$ cat config.mk
export PLATFORM = sky130hd
export DESIGN_NAME = id_issue_stage
export DESIGN_NICKNAME = d
export VERILOG_FILES = /design/src/rtl/mips_pkg.sv /design/src/rtl/reg_file.sv /design/src/rtl/id_issue_stage.sv
export SDC_FILE = /design/constraint.sdc
export NUM_CORES = 2
export LEC_CHECK = 0
export BUFFER_PORTS_ARGS = -buffer_cell sky130_fd_sc_hd__buf_2
export CAP_MARGIN = 20
export CORE_AREA = 10 10 341 343
export DETAILED_ROUTE_END_ITERATION = 12
export DIE_AREA = 0 0 351 353
export PLACE_DENSITY = 0.77
export SLEW_MARGIN = 20
export SYNTH_ARGS = -nofsm -noshare
export SYNTH_HDL_FRONTEND = slang
export SYNTH_SLANG_ARGS = --single-unit
$ cat constraint.sdc
create_clock -name clk -period 123.7 [get_ports clk]
set_input_delay 24.74 -clock clk [delete_from_list [all_inputs] [get_ports clk]]
set_output_delay 24.74 -clock clk [all_outputs]
set_load 0.01 [all_outputs]
$ cat src/rtl/mips_pkg.sv
// mips_pkg: shared definitions for the MIPS pipeline.
//   - opcode constants decoded by the issue stage
//   - R-type func constants shared with the ALU
//   - issue_bundle_t: the registered ID/EX bundle
//   - rtype_supported(): R-type funcs the ALU implements
package mips_pkg;

    localparam logic [5:0] OP_R     = 6'b000000;
    localparam logic [5:0] OP_J     = 6'b000010;
    localparam logic [5:0] OP_JAL   = 6'b000011;
    localparam logic [5:0] OP_BEQ   = 6'b000100;
    localparam logic [5:0] OP_BNE   = 6'b000101;
    localparam logic [5:0] OP_ADDI  = 6'b001000;
    localparam logic [5:0] OP_ADDIU = 6'b001001;
    localparam logic [5:0] OP_ANDI  = 6'b001100;
    localparam logic [5:0] OP_ORI   = 6'b001101;
    localparam logic [5:0] OP_XORI  = 6'b001110;
    localparam logic [5:0] OP_LW    = 6'b100011;
    localparam logic [5:0] OP_SW    = 6'b101011;

    localparam logic [5:0] FN_SLL  = 6'b000000;
    localparam logic [5:0] FN_SRL  = 6'b000010;
    localparam logic [5:0] FN_SRA  = 6'b000011;
    localparam logic [5:0] FN_SLLV = 6'b000100;
    localparam logic [5:0] FN_SRLV = 6'b000110;
    localparam logic [5:0] FN_SRAV = 6'b000111;
    localparam logic [5:0] FN_ADD  = 6'b100000;
    localparam logic [5:0] FN_ADDU = 6'b100001;
    localparam logic [5:0] FN_SUB  = 6'b100010;
    localparam logic [5:0] FN_SUBU = 6'b100011;
    localparam logic [5:0] FN_AND  = 6'b100100;
    localparam logic [5:0] FN_OR   = 6'b100101;
    localparam logic [5:0] FN_XOR  = 6'b100110;
    localparam logic [5:0] FN_NOR  = 6'b100111;
    localparam logic [5:0] FN_SLT  = 6'b101010;
    localparam logic [5:0] FN_SLTU = 6'b101011;

    typedef struct packed {
        logic [31:0] pc;
        logic [31:0] first;
        logic [31:0] second;
        logic [5:0]  func;
        logic [5:0]  opcode;
        logic [4:0]  sa;
        logic [4:0]  rd;
        logic        reg_write;
        logic        mem_read;
        logic        mem_write;
        logic [31:0] store_data;
        logic        branch;
        logic        jump;
        logic [31:0] target;
        logic        illegal;
    } issue_bundle_t;

    function automatic logic rtype_supported(input logic [5:0] func);
        case (func)
            FN_SLL, FN_SRL, FN_SRA, FN_SLLV, FN_SRLV, FN_SRAV,
            FN_ADD, FN_ADDU, FN_SUB, FN_SUBU,
            FN_AND, FN_OR, FN_XOR, FN_NOR,
            FN_SLT, FN_SLTU: return 1'b1;
            default:         return 1'b0;
        endcase
    endfunction

endpackage

$ cat src/rtl/reg_file.sv
// reg_file: 32-bit register file, two combinational read ports and one
// synchronous write port. r0 reads as zero and ignores writes. A read of the
// register being written this cycle returns the write data (write-through).
//   clk, rst         clock, asynchronous active-high reset (clears all regs)
//   rs_addr/rs_data  read port A
//   rt_addr/rt_data  read port B
//   wb_en/wb_addr/wb_data  write port
module reg_file #(
    parameter int DEPTH = 32
) (
    input  logic        clk,
    input  logic        rst,
    input  logic [4:0]  rs_addr,
    output logic [31:0] rs_data,
    input  logic [4:0]  rt_addr,
    output logic [31:0] rt_data,
    input  logic        wb_en,
    input  logic [4:0]  wb_addr,
    input  logic [31:0] wb_data
);

    logic [31:0] regs [DEPTH];
    logic        wb_live;

    assign wb_live = wb_en && (wb_addr != 5'd0);

    // NOTE: this array is reset on purpose (architectural state must start at
    // zero), which forces flops rather than a RAM macro; most memories should
    // not be reset.
    always_ff @(posedge clk or posedge rst) begin
        if (rst) begin
            for (int i = 0; i < DEPTH; i++) regs[i] <= 32'd0;
        end else if (wb_live) begin
            regs[wb_addr] <= wb_data;
        end
    end

    assign rs_data = (rs_addr == 5'd0)                ? 32'd0   :
                     (wb_live && wb_addr == rs_addr)  ? wb_data : regs[rs_addr];
    assign rt_data = (rt_addr == 5'd0)                ? 32'd0   :
                     (wb_live && wb_addr == rt_addr)  ? wb_data : regs[rt_addr];

endmodule

$ cat src/rtl/id_issue_stage.sv
// id_issue_stage: decode/operand-issue stage. Decodes in_instr, reads the
// register file, builds the ALU operands and control bits, and registers them
// into the ID/EX boundary with a valid/ready handshake.
//   clk, rst                      clock, asynchronous active-high reset
//   in_valid/in_ready/in_instr/in_pc  instruction input handshake
//   flush                         discard the instruction presented at input
//   wb_en/wb_addr/wb_data         register-file write-back port
//   out_valid/out_ready           issued bundle handshake
//   out_first..out_illegal, out_pc  registered issue bundle
module id_issue_stage
    import mips_pkg::*;
#(
    parameter int          RF_DEPTH = 32,
    parameter logic [31:0] RESET_PC = 32'h0
) (
    input  logic        clk,
    input  logic        rst,
    input  logic        in_valid,
    output logic        in_ready,
    input  logic [31:0] in_instr,
    input  logic [31:0] in_pc,
    input  logic        flush,
    input  logic        wb_en,
    input  logic [4:0]  wb_addr,
    input  logic [31:0] wb_data,
    output logic        out_valid,
    input  logic        out_ready,
    output logic [31:0] out_first,
    output logic [31:0] out_second,
    output logic [5:0]  out_func,
    output logic [5:0]  out_opcode,
    output logic [4:0]  out_sa,
    output logic [4:0]  out_rd,
    output logic        out_reg_write,
    output logic        out_mem_read,
    output logic        out_mem_write,
    output logic [31:0] out_store_data,
    output logic        out_branch,
    output logic        out_jump,
    output logic [31:0] out_target,
    output logic        out_illegal,
    output logic [31:0] out_pc
);

    logic [4:0]    rs_addr, rt_addr;
    logic [31:0]   rs_val, rt_val;
    logic [31:0]   imm_sext, pc_plus4;
    logic          reads_rt;
    logic          hazard, load_en, issue;
    issue_bundle_t dec, q, idle;

    assign rs_addr  = in_instr[25:21];
    assign rt_addr  = in_instr[20:16];
    assign imm_sext = {{16{in_instr[15]}}, in_instr[15:0]};
    assign pc_plus4 = in_pc + 32'd4;

    reg_file #(.DEPTH(RF_DEPTH)) u_reg_file (
        .clk     (clk),
        .rst     (rst),
        .rs_addr (rs_addr),
        .rs_data (rs_val),
        .rt_addr (rt_addr),
        .rt_data (rt_val),
        .wb_en   (wb_en),
        .wb_addr (wb_addr),
        .wb_data (wb_data)
    );

    // Bundle loaded on reset and for bubbles: everything zero, pc parked.
    always_comb begin
        idle    = '0;
        idle.pc = RESET_PC;
    end

    always_comb begin
        // NOTE: every field gets a default before the case, so no path leaves
        // a variable unassigned and no latch is inferred.
        dec        = '0;
        reads_rt   = 1'b0;
        dec.pc     = in_pc;
        dec.func   = in_instr[5:0];
        dec.opcode = in_instr[31:26];
        dec.sa     = in_instr[10:6];

        case (in_instr[31:26])
            OP_R: begin
                dec.first     = rs_val;
                dec.second    = rt_val;
                dec.rd        = in_instr[15:11];
                dec.reg_write = 1'b1;
                dec.illegal   = !rtype_supported(in_instr[5:0]);
                reads_rt      = 1'b1;
            end
            OP_ADDI, OP_ADDIU, OP_ANDI, OP_ORI, OP_XORI: begin
                dec.first     = rs_val;
                dec.second    = imm_sext;
                dec.rd        = rt_addr;
                dec.reg_write = 1'b1;
            end
            OP_LW: begin
                dec.first     = rs_val;
                dec.second    = imm_sext;
                dec.rd        = rt_addr;
                dec.reg_write = 1'b1;
                dec.mem_read  = 1'b1;
            end
            OP_SW: begin
                dec.first      = rs_val;
                dec.second     = imm_sext;
                dec.store_data = rt_val;
                dec.mem_write  = 1'b1;
                reads_rt       = 1'b1;
            end
            OP_BEQ, OP_BNE: begin
                dec.first  = rs_val;
                dec.second = rt_val;
                dec.branch = 1'b1;
                dec.target = pc_plus4 + {imm_sext[29:0], 2'b00};
                reads_rt   = 1'b1;
            end
            OP_J: begin
                dec.jump   = 1'b1;
                dec.target = {pc_plus4[31:28], in_instr[25:0], 2'b00};
            end
            OP_JAL: begin
                dec.jump       = 1'b1;
                dec.target     = {pc_plus4[31:28], in_instr[25:0], 2'b00};
                dec.rd         = 5'd31;
                dec.reg_write  = 1'b1;
                dec.store_data = pc_plus4;
            end
            default: begin
                dec.first   = rs_val;
                dec.second  = rt_val;
                dec.illegal = 1'b1;
            end
        endcase

        // Illegal instructions still flow down the pipe but must not change
        // architectural state.
        if (dec.illegal) begin
            dec.rd        = 5'd0;
            dec.reg_write = 1'b0;
        end
        if (dec.rd == 5'd0) dec.reg_write = 1'b0;
    end

    // A load in EX produces its value too late to be read here; hold the
    // consumer back one cycle.
    assign hazard  = out_valid && q.mem_read && (q.rd != 5'd0) &&
                     ((q.rd == rs_addr) || (reads_rt && (q.rd == rt_addr)));
    assign load_en = !out_valid || out_ready;
    assign in_ready = !rst && (flush || (load_en && !hazard));
    assign issue    = in_valid && !flush && !hazard;

    // NOTE: state updates use non-blocking assignments so every flop samples
    // pre-edge values regardless of statement order.
    always_ff @(posedge clk or posedge rst) begin
        if (rst) begin
            out_valid <= 1'b0;
            q         <= idle;
        end else if (load_en) begin
            out_valid <= issue;
            q         <= issue ? dec : idle;
        end
    end

    assign out_first      = q.first;
    assign out_second     = q.second;
    assign out_func       = q.func;
    assign out_opcode     = q.opcode;
    assign out_sa         = q.sa;
    assign out_rd         = q.rd;
    assign out_reg_write  = q.reg_write;
    assign out_mem_read   = q.mem_read;
    assign out_mem_write  = q.mem_write;
    assign out_store_data = q.store_data;
    assign out_branch     = q.branch;
    assign out_jump       = q.jump;
    assign out_target     = q.target;
    assign out_illegal    = q.illegal;
    assign out_pc         = q.pc;

endmodule

==> metrics.txt <==
Slew HR 21.9%; DIE HEIGHT 353 µm; CP max stage cell nor4_2; Crit path required time 98960 ps; final non-filler cell total 5849; Layout area overhead 10.2%; DRT iter0 DRCs 4797; Hold WC Path Type reg -> reg; unique cell type count in the Yosys netlist 68; # rows 122; largest net degree at the start of global routing 194; cts hold-fix bufs 0; Core ar. 110000 µm²; Async SR Flop Fraction 100%; post-synthesis net count 4396; met2 global-route usage 46.5%; vias per cell 7.11; fmax 19.1 MHz; Worst path top cell family by delay simple AND/OR/NAND/NOR gates; number of max-cap violations 0; Die X 351 µm; Pleak 0.0312 µW; met3 Use GR 7.19%; H-tree Lvls 3; clk slew on worst S/H paths 60 ps; most frequent CP cell nor2_1; outcome completed; Crit Path Max Fanout 73; EDFF count, synth 0; Power Density 15.8 nW/µm²; 1st-pass router iterations 6; Initial Util 58.4%; Nets 4463; WS Path Type in -> out; Main synth FF type dfrtp_1; routed wire length 189000 µm; Mapped Area 64000 µm²; Worst VDD drop 11.6 µV; Worst EP arrival 27520 ps; placed insts 5622; # clock sinks 1213; Longest Clk Path Bufs 3; Buf+Inv Stages, Crit Path 2; total track usage 30.3%; DR DRC count 0; initial antenna violation count 10; placer congestion estimate 0.923; remaining antenna violation count 0; CP Launch Type primary input; CP max stage delay 800 ps; die area 124000 µm²; Tcrit/Tclk final 42.3%; vias in the first global route 42800; WL per Instance 32.3 µm; worst slew pin tran 1170 ps; crit end category output port; register area share after synthesis 47.4%; Num CTS Buffers 121; commonest non-fill, non-tap cell in the layout dfrtp_1; Clk Latency, worst-skew pair 720 ps; layer with the highest usage met2; setup violators final 0; post_cts resized 0; Synth Warn # 0; postcts setup bufs 0; Final TNS setup 0 ps; global-route wire length before repair 283000 µm; Slew Limit Fails 0; ratio of cells with drive above 1 in the final layout 51.2%; dpl hpwl 112000 µm; grt met1 use 41.4%; CTS tree done; Port Buffers 296; Critical Path, Cell by Cell buf_8 > xor2_1 > nor4_2 > nand3_1 > a21oi_1 > nor2_1 > nor2_1 > nor2_1 > buf_2; Clock Tree Root clkbuf_16; RSZ-0062 raised after global routing no; Final Hold Vio Count 0; Synth Instances 4253; Setup Skew 21.9 ps; syn_area_per_cell 15.1 µm²; most frequent cells in the layout 1213 x dfrtp_1, 966 x mux2_2, 640 x mux4_2; via count 41600; total grt overflow 0; total power 1120 µW; Final Critical Period 52260 ps; flops & latches, synth 1213; IO Count 297
## path summary, 6_finish.rpt
path / from / endpoint / slack, ps / depth (start not counted)
worst max-delay path: in_instr[17] / in_ready / 71440 / 9
min in group asynchronous: rst / out_opcode[4] / 24180 / 2
worst min register to register: u_reg_file.regs[1008] / u_reg_file.regs[1008] / 390 / 0
worst max register to register: out_rd[3] / out_first[3] / 119000 / 10
worst min-delay path: u_reg_file.regs[1008] / u_reg_file.regs[1008] / 390 / 0
max in group asynchronous: rst / u_reg_file.regs[851] / 96420 / 5
## cell usage after synthesis (all sizes together) (11+ instances only)
master,instances,share of area [%]
a21oi,72,0.56
xnor2,43,0.59
mux2i,40,0.63
nand2,146,0.86
nor2,88,0.52
nor4,11,0.15
dfrtp,1213,47
ha,35,0.68
o21ai,138,1.1
clkbuf,282,1.7
inv,19,0.11
a22oi,85,1.1
a22o,68,0.93
mux2,1018,18
buf,165,1.2
mux4,640,23
xor2,31,0.44
nand3,25,0.20
## area by class of cell
type,count,area [µm²]
inverter,19,78.8
tap,1426,1780
clock inverter,49,473
antenna,8,20.0
clock buffer,169,3520
multi-input combinational,2574,32000
fill,7709,39200
sequential,1213,30400
timing repair buffer,391,2320
## per-layer routing
| metal | share of wire, % | vias to the layer above |
|---|---|---|
| li1 | - | 16600 |
| met1 | 39 | 22300 |
| met2 | 47 | 2266 |
| met3 | 9.9 | 473 |
| met4 | 4.5 | 6 |
| met5 | 0.019 | - |
## stage by stage
step / util [%] / worst slack, ps / area, µm² / hold slack [ps]
after floorplan: - / 64780 / 64000 / 441
after global placement: 60.6 / 71120 / 66500 / 376
after detailed placement: 60.6 / 71530 / 66500 / 383
after CTS: 64.3 / 71500 / 70500 / 398
after global routing: 64.3 / 71410 / 70600 / 409
final: 64.3 / 71440 / 70600 / 392
## cell families after synthesis
logic type                 after synthesis  share of synthesized area [%]
AOI/OAI and AO/OA                      424                           4.43
xor gates and xnor gates                74                           1.02
adders and majority gates               36                          0.715
buffers and inverters                  466                           2.94
DFF                                   1213                           47.4
muxes                                 1698                           41.0
and+or+nand+nor                        342                           2.47
## where the power goes
part / switching (µW) / internal (µW) / total, µW / leakage [µW]
Clock: 159 / 214 / 373 / 0.00199
Combinational: 97.4 / 136 / 234 / 0.0135
Sequential: 47.9 / 464 / 511 / 0.0157
## worst register-to-register path, stage by stage (launching register included)
cell and delay [ps]:
dfrtp_1 630, xor2_1 210, nor4_2 810, nand3_1 200, a21oi_1 560, nor3_4 70, buf_4 320, nand2b_1 690
o21bai_4 270, buf_4 530, o21ai_1 240
## registers in the layout (all words and copies together), names as in the netlist, 5 cells and up
name,count
out_opcode,6
out_sa,5
out_store_data,32
out_target,32
out_pc,32
out_func,6
out_first,32
out_second,32
out_rd,5
u_reg_file.regs,1024
Note: power is estimated with default switching activity, not from simulation.
